File: src/rtl/pack_interleave_pkg.sv
// Shared definitions for the two-channel packet interleaver: state encoding and default widths.
package pack_interleave_pkg;

   localparam int unsigned DefDataW = 8;
   localparam int unsigned DefCntW  = 16;

   typedef enum logic [1:0] {
      StIdle  = 2'd0,
      StSend1 = 2'd1,
      StSend2 = 2'd2
   } pi_state_e;

endpackage

File: src/rtl/pi_stat_cnt.sv
// Packet / mismatch statistics: packet count wraps, error count saturates at all-ones.
module pi_stat_cnt
   import pack_interleave_pkg::*;
#(
   parameter int unsigned CNT_W = DefCntW
) (
   input  logic             clk_i,
   input  logic             rst_ni,
   input  logic             pkt_inc_i,
   input  logic             err_inc_i,
   output logic [CNT_W-1:0] pkt_cnt_o,
   output logic [CNT_W-1:0] err_cnt_o
);

   logic [CNT_W-1:0] pkt_q, pkt_d;
   logic [CNT_W-1:0] err_q, err_d;

   always_comb begin
      pkt_d = pkt_q;
      err_d = err_q;
      if (pkt_inc_i) begin
         pkt_d = pkt_q + CNT_W'(1);
      end
      if (err_inc_i && (err_q != '1)) begin
         err_d = err_q + CNT_W'(1);
      end
   end

   always_ff @(posedge clk_i or negedge rst_ni) begin
      if (!rst_ni) begin
         pkt_q <= '0;
         err_q <= '0;
      end else begin
         pkt_q <= pkt_d;
         err_q <= err_d;
      end
   end

   assign pkt_cnt_o = pkt_q;
   assign err_cnt_o = err_q;

endmodule

File: src/rtl/pack_interleave.sv
// Merges two time-aligned packet streams into one ch1/ch2 interleaved stream with
// registered outputs, last-marker mismatch detection and packet statistics.
module pack_interleave
   import pack_interleave_pkg::*;
#(
   parameter int unsigned DATA_W = DefDataW,
   parameter int unsigned CNT_W  = DefCntW
) (
   input  logic              clk,
   input  logic              rst,
   input  logic [DATA_W-1:0] in_data1,
   input  logic              in_valid1,
   input  logic              in_last1,
   output logic              in_ready1,
   input  logic [DATA_W-1:0] in_data2,
   input  logic              in_valid2,
   input  logic              in_last2,
   output logic              in_ready2,
   output logic [DATA_W-1:0] out_data,
   output logic              out_valid,
   output logic              out_last,
   output logic              out_src,
   input  logic              out_ready,
   output logic              len_err,
   output logic [CNT_W-1:0]  pkt_cnt,
   output logic [CNT_W-1:0]  err_cnt
);

   pi_state_e state_q, state_d;

   // The ch1 byte goes straight into the output register, so only ch2's byte is held here.
   logic [DATA_W-1:0] d2_q;
   logic              l1_q, l2_q;

   logic [DATA_W-1:0] out_data_q, out_data_d;
   logic              out_valid_q, out_valid_d;
   logic              out_last_q, out_last_d;
   logic              out_src_q, out_src_d;
   logic              len_err_q;

   logic load;
   logic mismatch;
   logic pkt_inc;

   assign load = in_valid1 & in_valid2 &
                 ((state_q == StIdle) | ((state_q == StSend2) & out_ready));
   assign mismatch = in_last1 ^ in_last2;

   // Ready is gated by reset so the handshake stays quiet while reset is held.
   assign in_ready1 = load & rst;
   assign in_ready2 = load & rst;

   always_comb begin
      state_d     = state_q;
      out_data_d  = out_data_q;
      out_valid_d = out_valid_q;
      out_last_d  = out_last_q;
      out_src_d   = out_src_q;
      unique case (state_q)
         StIdle: begin
            if (load) begin
               state_d     = StSend1;
               out_valid_d = 1'b1;
               out_data_d  = in_data1;
               out_src_d   = 1'b0;
               out_last_d  = 1'b0;
            end
         end
         StSend1: begin
            if (out_ready) begin
               state_d    = StSend2;
               out_data_d = d2_q;
               out_src_d  = 1'b1;
               out_last_d = l1_q | l2_q;
            end
         end
         StSend2: begin
            if (out_ready) begin
               if (load) begin
                  state_d    = StSend1;
                  out_data_d = in_data1;
                  out_src_d  = 1'b0;
                  out_last_d = 1'b0;
               end else begin
                  state_d     = StIdle;
                  out_valid_d = 1'b0;
                  out_data_d  = '0;
                  out_src_d   = 1'b0;
                  out_last_d  = 1'b0;
               end
            end
         end
         default: begin
            state_d     = StIdle;
            out_valid_d = 1'b0;
            out_data_d  = '0;
            out_src_d   = 1'b0;
            out_last_d  = 1'b0;
         end
      endcase
   end

   always_ff @(posedge clk or negedge rst) begin
      if (!rst) begin
         state_q     <= StIdle;
         d2_q        <= '0;
         l1_q        <= 1'b0;
         l2_q        <= 1'b0;
         out_data_q  <= '0;
         out_valid_q <= 1'b0;
         out_last_q  <= 1'b0;
         out_src_q   <= 1'b0;
         len_err_q   <= 1'b0;
      end else begin
         state_q     <= state_d;
         out_data_q  <= out_data_d;
         out_valid_q <= out_valid_d;
         out_last_q  <= out_last_d;
         out_src_q   <= out_src_d;
         len_err_q   <= load & mismatch;
         if (load) begin
            d2_q <= in_data2;
            l1_q <= in_last1;
            l2_q <= in_last2;
         end
      end
   end

   assign pkt_inc = out_valid_q & out_ready & out_last_q;

   pi_stat_cnt #(
      .CNT_W(CNT_W)
   ) u_stat_cnt (
      .clk_i    (clk),
      .rst_ni   (rst),
      .pkt_inc_i(pkt_inc),
      .err_inc_i(load & mismatch),
      .pkt_cnt_o(pkt_cnt),
      .err_cnt_o(err_cnt)
   );

   assign out_data  = out_data_q;
   assign out_valid = out_valid_q;
   assign out_last  = out_last_q;
   assign out_src   = out_src_q;
   assign len_err   = len_err_q;

endmodule

File: config.mk
export PLATFORM = sky130hd
export DESIGN_NAME = pack_interleave
export DESIGN_NICKNAME = d
export VERILOG_FILES = /design/src/rtl/pack_interleave_pkg.sv /design/src/rtl/pi_stat_cnt.sv /design/src/rtl/pack_interleave.sv
export SDC_FILE = /design/constraint.sdc
export NUM_CORES = 1
export LEC_CHECK = 0
export BUFFER_PORTS_ARGS = -buffer_cell sky130_fd_sc_hd__buf_2
export CAP_MARGIN = 20
export CORE_MARGIN = 2
export CORE_UTILIZATION = 45
export DETAILED_ROUTE_END_ITERATION = 6
export PLACE_DENSITY = 0.71
export SYNTH_ARGS = -nofsm -noshare
export SYNTH_HDL_FRONTEND = slang
export SYNTH_SLANG_ARGS = --single-unit
File: constraint.sdc
create_clock -name clk -period 2.1 [get_ports clk]
set_input_delay 0.21 -clock clk [delete_from_list [all_inputs] [get_ports clk]]
set_output_delay 0.21 -clock clk [all_outputs]
set_load 0.03 [all_outputs]
# Word level (Yosys, flattened, before mapping)
# Index checks and enable logic that the tools add are counted.
# classes
addsub	2
n_eq_ne	7
muxes	20
bitwise_logic	11
n_reduce_logical	4
# op_table
cell	n
16-bit by 1-bit adder with 16-bit output (second input constant)	2
8-bit 2-to-1 mux	4
8-bit one-hot mux with 3 select lines	1
16-bit != test (second input constant)	1
1-bit one-hot mux with 3 select lines	3
1-bit 2-to-1 mux	8
2-bit != test (second input constant)	4
1-bit AND	7
2-bit 2-to-1 mux	3
2-bit one-hot mux with 3 select lines	1
4-bit AND reduction	1
3-bit AND reduction	1
2-bit by 1-bit equality test with 1-bit output (second input constant)	1
2-bit equality test (second input constant)	1
2-bit logical NOT	1
1-bit OR	2
1-bit logical AND	1
1-bit NOT	1
1-bit bitwise XOR	1
# word_totals
reg_bits	56
input_bits	23
out_inout_bits	46
elab_cells	55

# Logic depth before layout (Yosys ltp)
# logic_depth
depth_word	7
mapped_depth	7
depth_no_buf	6

# Hierarchy
# Synthesis repeated with hierarchy kept, for this count alone.
# unflattened
hier_cells	216
hier_area_um2	2597.5
# modules_own_cells
mod	n_inst	cells_each	area_per_inst_um2	seq_area_each_um2
pi_stat_cnt	1	138	1514.0	800.8
pack_interleave	1	78	1083.5	600.6

# Worst setup path before layout
# OpenSTA, ideal clock, no wires.
# synth_timing
kind	register -> output
from	reg state_q[0]
to	out in_ready2
arrival_time_ns	1.717
t_required_ns	1.890
slack_ns	0.173
path_stages_with_launch	6
path_buffers	2
path_cell_list	dfrtp_1 -> nand3b_4 -> nor2_2 -> buf_2 -> and2_1 -> buf_4
# synth_via
elab_chain_cells	5
elab_cells_between_ends	6
classes_between	1 x eq/ne; 4 x bitwise; 1 x reduce/logical
# synth_lines
item	line	text
from (decl)	pack_interleave.sv:29	pi_state_e state_q, state_d;
from (signal assigned)	pack_interleave.sv:105	state_q <= StIdle;
from (signal assigned)	pack_interleave.sv:115	state_q <= state_d;
2-bit equality test	pack_interleave.sv:46	((state_q == StIdle) | ((state_q == StSend2) & out_ready));
1-bit AND	pack_interleave.sv:46	
1-bit OR *	pack_interleave.sv:46	
1-bit AND *	pack_interleave.sv:45	assign load = in_valid1 & in_valid2 &
1-bit AND *	--	
to (decl)	pack_interleave.sv:18	output logic in_ready2,
# Mark *: on every way between the ends. The rest lies on a longest branch, timed or not.

# Final worst setup path
# layout_timing
from	reg state_q[0]
to	out in_ready2
# layout_via
elab_chain_cells	5
elab_cells_between_ends	6
classes_between	1 x eq/ne; 4 x bitwise; 1 x reduce/logical
# layout_lines
item	line	text
2-bit equality test	pack_interleave.sv:46	
1-bit AND	pack_interleave.sv:46	
1-bit OR *	pack_interleave.sv:46	
1-bit AND *	pack_interleave.sv:45	
1-bit AND *	pack_interleave.sv:51	assign in_ready2 = load & rst;
# Marked as above.

==> summary.md <==
| Metric | Value |
|---|---|
| Run status | `complete, no violations` |
| Syn_nets | `229` |
| Synth Area in Compound Gates | `5.53%` |
| Relative max-transition margin | `55.0%` |
| Area share of the largest cell type after synthesis | `57.3%` |
| Flip-flop and latch count after synthesis | `56` |
| Data required time of the critical path | `1.89 ns` |
| Worst r2r src | `state_q[0]` |
| Register-to-Register Setup Slack | `0.28 ns` |
| Worst reg2reg path endpoint | `u_stat_cnt.err_cnt_o[15]` |
| Initial DRC count | `95` |
| Antenna viol nets, final | `0` |
| Worst-skew pair later-pin latency | `0.30 ns` |
| Leakage | `0.00158 uW` |
| R2r worst-path depth | `5` |
| Number of CTS-inserted buffers | `5` |
| Final critical delay including setup and external delays | `1.98 ns` |
| Cell with the biggest individual delay on the critical path | `dfrtp_1` |
| DR vias/cell | `5.07` |
| Post-Route Setup TNS | `0 ns` |
| Final number of max-transition violations | `0` |
| Total number of clock tree sinks | `56` |
| Synth cell types | `35` |
| Post-cts gate resize count | `0` |
| Synth-to-Final Area Change | `21.5%` |
| Top Ports | `69` |
| Via count | `1771` |
| Transition time of the tightest slew-check pin | `0.675 ns` |
| Synthesized-area fraction occupied by xor and xnor cells | `11.1%` |
| Wire length of the first global-routing pass | `8.34 mm` |
| Number of DRC violations after detailed routing | `0` |
| Syn Inst Count | `204` |
| Global placer's final weighted congestion | `0.750` |
| Fraction of layout instances using a drive strength above 1 | `35.8%` |
| Length of the first detailed-routing pass in iterations | `4` |
| Height of the die | `77.7 um` |
| Overall overflow remaining after global route | `0` |
| Clock edge transition at the registers on the reported setup and hold paths | `0.09 ns` |
| Routed len/inst | `13.8 um` |
| Post-synthesis average cell area | `12.0 um2` |
| CTS tree | `done` |
| Simple logic cell fraction of the synthesized area | `16.6%` |
| Primary flip-flop cell chosen by synthesis mapping | `dfrtp_1` |
| Utilization after layout | `57.4%` |
| Endpoint class of the critical path | `output pin` |
| Series of cell instances along the critical path | `nand3b_4 -> nor2_2 -> and2_1 -> buf_2` |
| Portion of netlist area occupied by mux cells | `5.68%` |
| Cell area after technology mapping | `2440 um2` |
| Maximum vdd drop | `0.000546 V` |
| Total number of H-tree levels | `2` |
| Setup Fix Bufs, Post-CTS | `0` |
| Number of flops mapped to enable cells by yosys | `0` |
| Pin count of the biggest net entering global routing | `57` |
| Routed WL | `4.81 mm` |
| Number of antenna violations at the first check in global routing | `0` |
| Net count, final | `304` |
| Core area | `5170 um2` |
| Root cell of the clock tree | `clkbuf_8` |
| Timing-limited maximum frequency | `0.505 GHz` |
| Adder and majority cell fraction of the synthesized area | `1.02%` |
| Power density cells | `969 nW/um2` |
| Leading area contributor after synthesis | `dfrtp_1` |
| Main combinational cell family by area after synthesis | `simple AND/OR/NAND/NOR gates` |
| Delay of the slowest cell on the worst path | `0.43 ns` |
| Count of input and output buffers | `68` |
| Worst Skew | `0.00290 ns` |
| Vias in the first global route | `1730` |
| RSZ-0062 raised after global routing | `no` |
| Sequential share of the synthesized area | `57.3%` |
| Path class of the lowest-slack min-delay path | `in2async` |
| Crit path arrival time | `1.77 ns` |
| Post-detail-place hpwl | `3.55 mm` |
| Core Rows | `26` |
| Maximum buffer depth of the clock tree | `2` |
| Total inserted antenna cells | `0` |
| Crit path launch type | `register` |
| Die W | `77.7 um` |
| Termination of the worst setup path | `in_ready2` |
| Post-CTS Hold Buffers | `0` |
| Max-cap check violation count | `0` |
| Post-route fraction of the period consumed by the critical path | `94.2%` |
| GR Util All Layers | `17.2%` |
| Worst setup startpoint | `state_q[0]` |
| Die Footprint | `6040 um2` |
| Setup Crit Path Kind | `reg2out` |
| Final number of setup-violating endpoints | `0` |
| Initial core utilization | `47.3%` |
| Hold Vio Cnt, Final | `0` |
| Dominant cells by area after synthesis | `dfrtp_1 57%, xnor2_1 6.1%, mux2_2 5.1%` |
| Maximum net fanout on the critical path | `8` |
| Post-synth ARST share | `100%` |
| Yosys warning count | `0` |
worst max-delay path: cells and delay by family (launching register included):
kind | cells | cell delay (ns)
buf+inv | 1 | 0.20
flops | 1 | 0.43
simple gates | 3 | 0.84
registers in the layout, summed over array words and instances, names as in the netlist:
name,count
u_stat_cnt.err_cnt_o,16
u_stat_cnt.pkt_cnt_o,16
d2_q,8
out_data,8
state_q,2
l1_q,1
l2_q,1
len_err,1
out_last,1
out_src,1
out_valid,1
power by group:
part           switching, uW  internal (uW)  total [uW]
Clock                    327            227         553
Combinational            545            321         866
Sequential               177           1280        1460
final cells by class:
cell class / instances / area, um2
flip-flops and latches: 56 / 1400
multi-input cells: 134 / 976
inverters: 9 / 33.8
clock inverters: 2 / 12.5
fillers: 456 / 2200
well taps: 70 / 87.6
clock buffers: 5 / 68.8
repair buffers: 73 / 390
logic make-up after synthesis:
family | Yosys count
compound gates | 17
xor+xnor | 31
fa+ha+maj | 2
buf+inv | 14
flops | 56
mux | 12
simple gates | 72
cell usage after synthesis (6+ instances only):
master / number
nand4_1: 8
inv_1: 9
xor2_1: 14
nand3_1: 10
mux2_2: 11
nand2_1: 19
xnor2_1: 17
and3_1: 6
a222oi_1: 8
nor2_1: 12
dfrtp_1: 56
cell usage in the layout, fill, tap and decap left out, types with 3 or more instances in the layout:
| master | synthesis | routed |
|---|---|---|
| buf_2 | 3 | 68 |
| dfrtp_1 | 56 | 56 |
| nand2_1 | 19 | 19 |
| xnor2_1 | 17 | 17 |
| xor2_1 | 14 | 14 |
| nor2_1 | 12 | 12 |
| mux2_2 | 11 | 11 |
| nand3_1 | 10 | 10 |
| inv_1 | 9 | 9 |
| nand4_1 | 8 | 8 |
| a222oi_1 | 8 | 8 |
| and3_1 | 6 | 6 |
| clkbuf_8 | 0 | 5 |
| buf_4 | 1 | 4 |
| o21ai_0 | 3 | 3 |
worst min-delay path by stage:
stage                     from                 endpoint  slack (ns)  cells after the start
after floorplan            rst                  d2_q[0]       -0.09                      0
after global placement     rst              out_data[1]        0.41                      2
after detailed placement   rst                 out_last        0.40                      2
after CTS                  rst              out_data[2]        0.07                      2
after global routing       rst  u_stat_cnt.pkt_cnt_o[0]        0.12                      2
final                      rst  u_stat_cnt.pkt_cnt_o[2]        0.04                      2
per-layer routing:
layer	global-route usage [%]	routed length, um
met5	0	0
met2	25.3	2240
met4	5.89	34
met3	3.14	212
met1	25.5	2310
stage by stage:
| step | worst slack, ns | cell area [um2] | power, uW | instances | hold WS [ns] |
|---|---|---|---|---|---|
| floorplan | 0.173 | 2440 | 2060 | 204 | -0.0856 |
| global placement | 0.343 | 2890 | 2330 | 342 | 0.412 |
| detailed placement | 0.305 | 2890 | 2360 | 342 | 0.398 |
| CTS | 0.121 | 2970 | 2910 | 349 | 0.0666 |
| global route | 0.0132 | 2970 | 3040 | 349 | 0.121 |
| finish | 0.122 | 2970 | 2880 | 349 | 0.0390 |
Note: power is estimated with default switching activity, not from simulation.
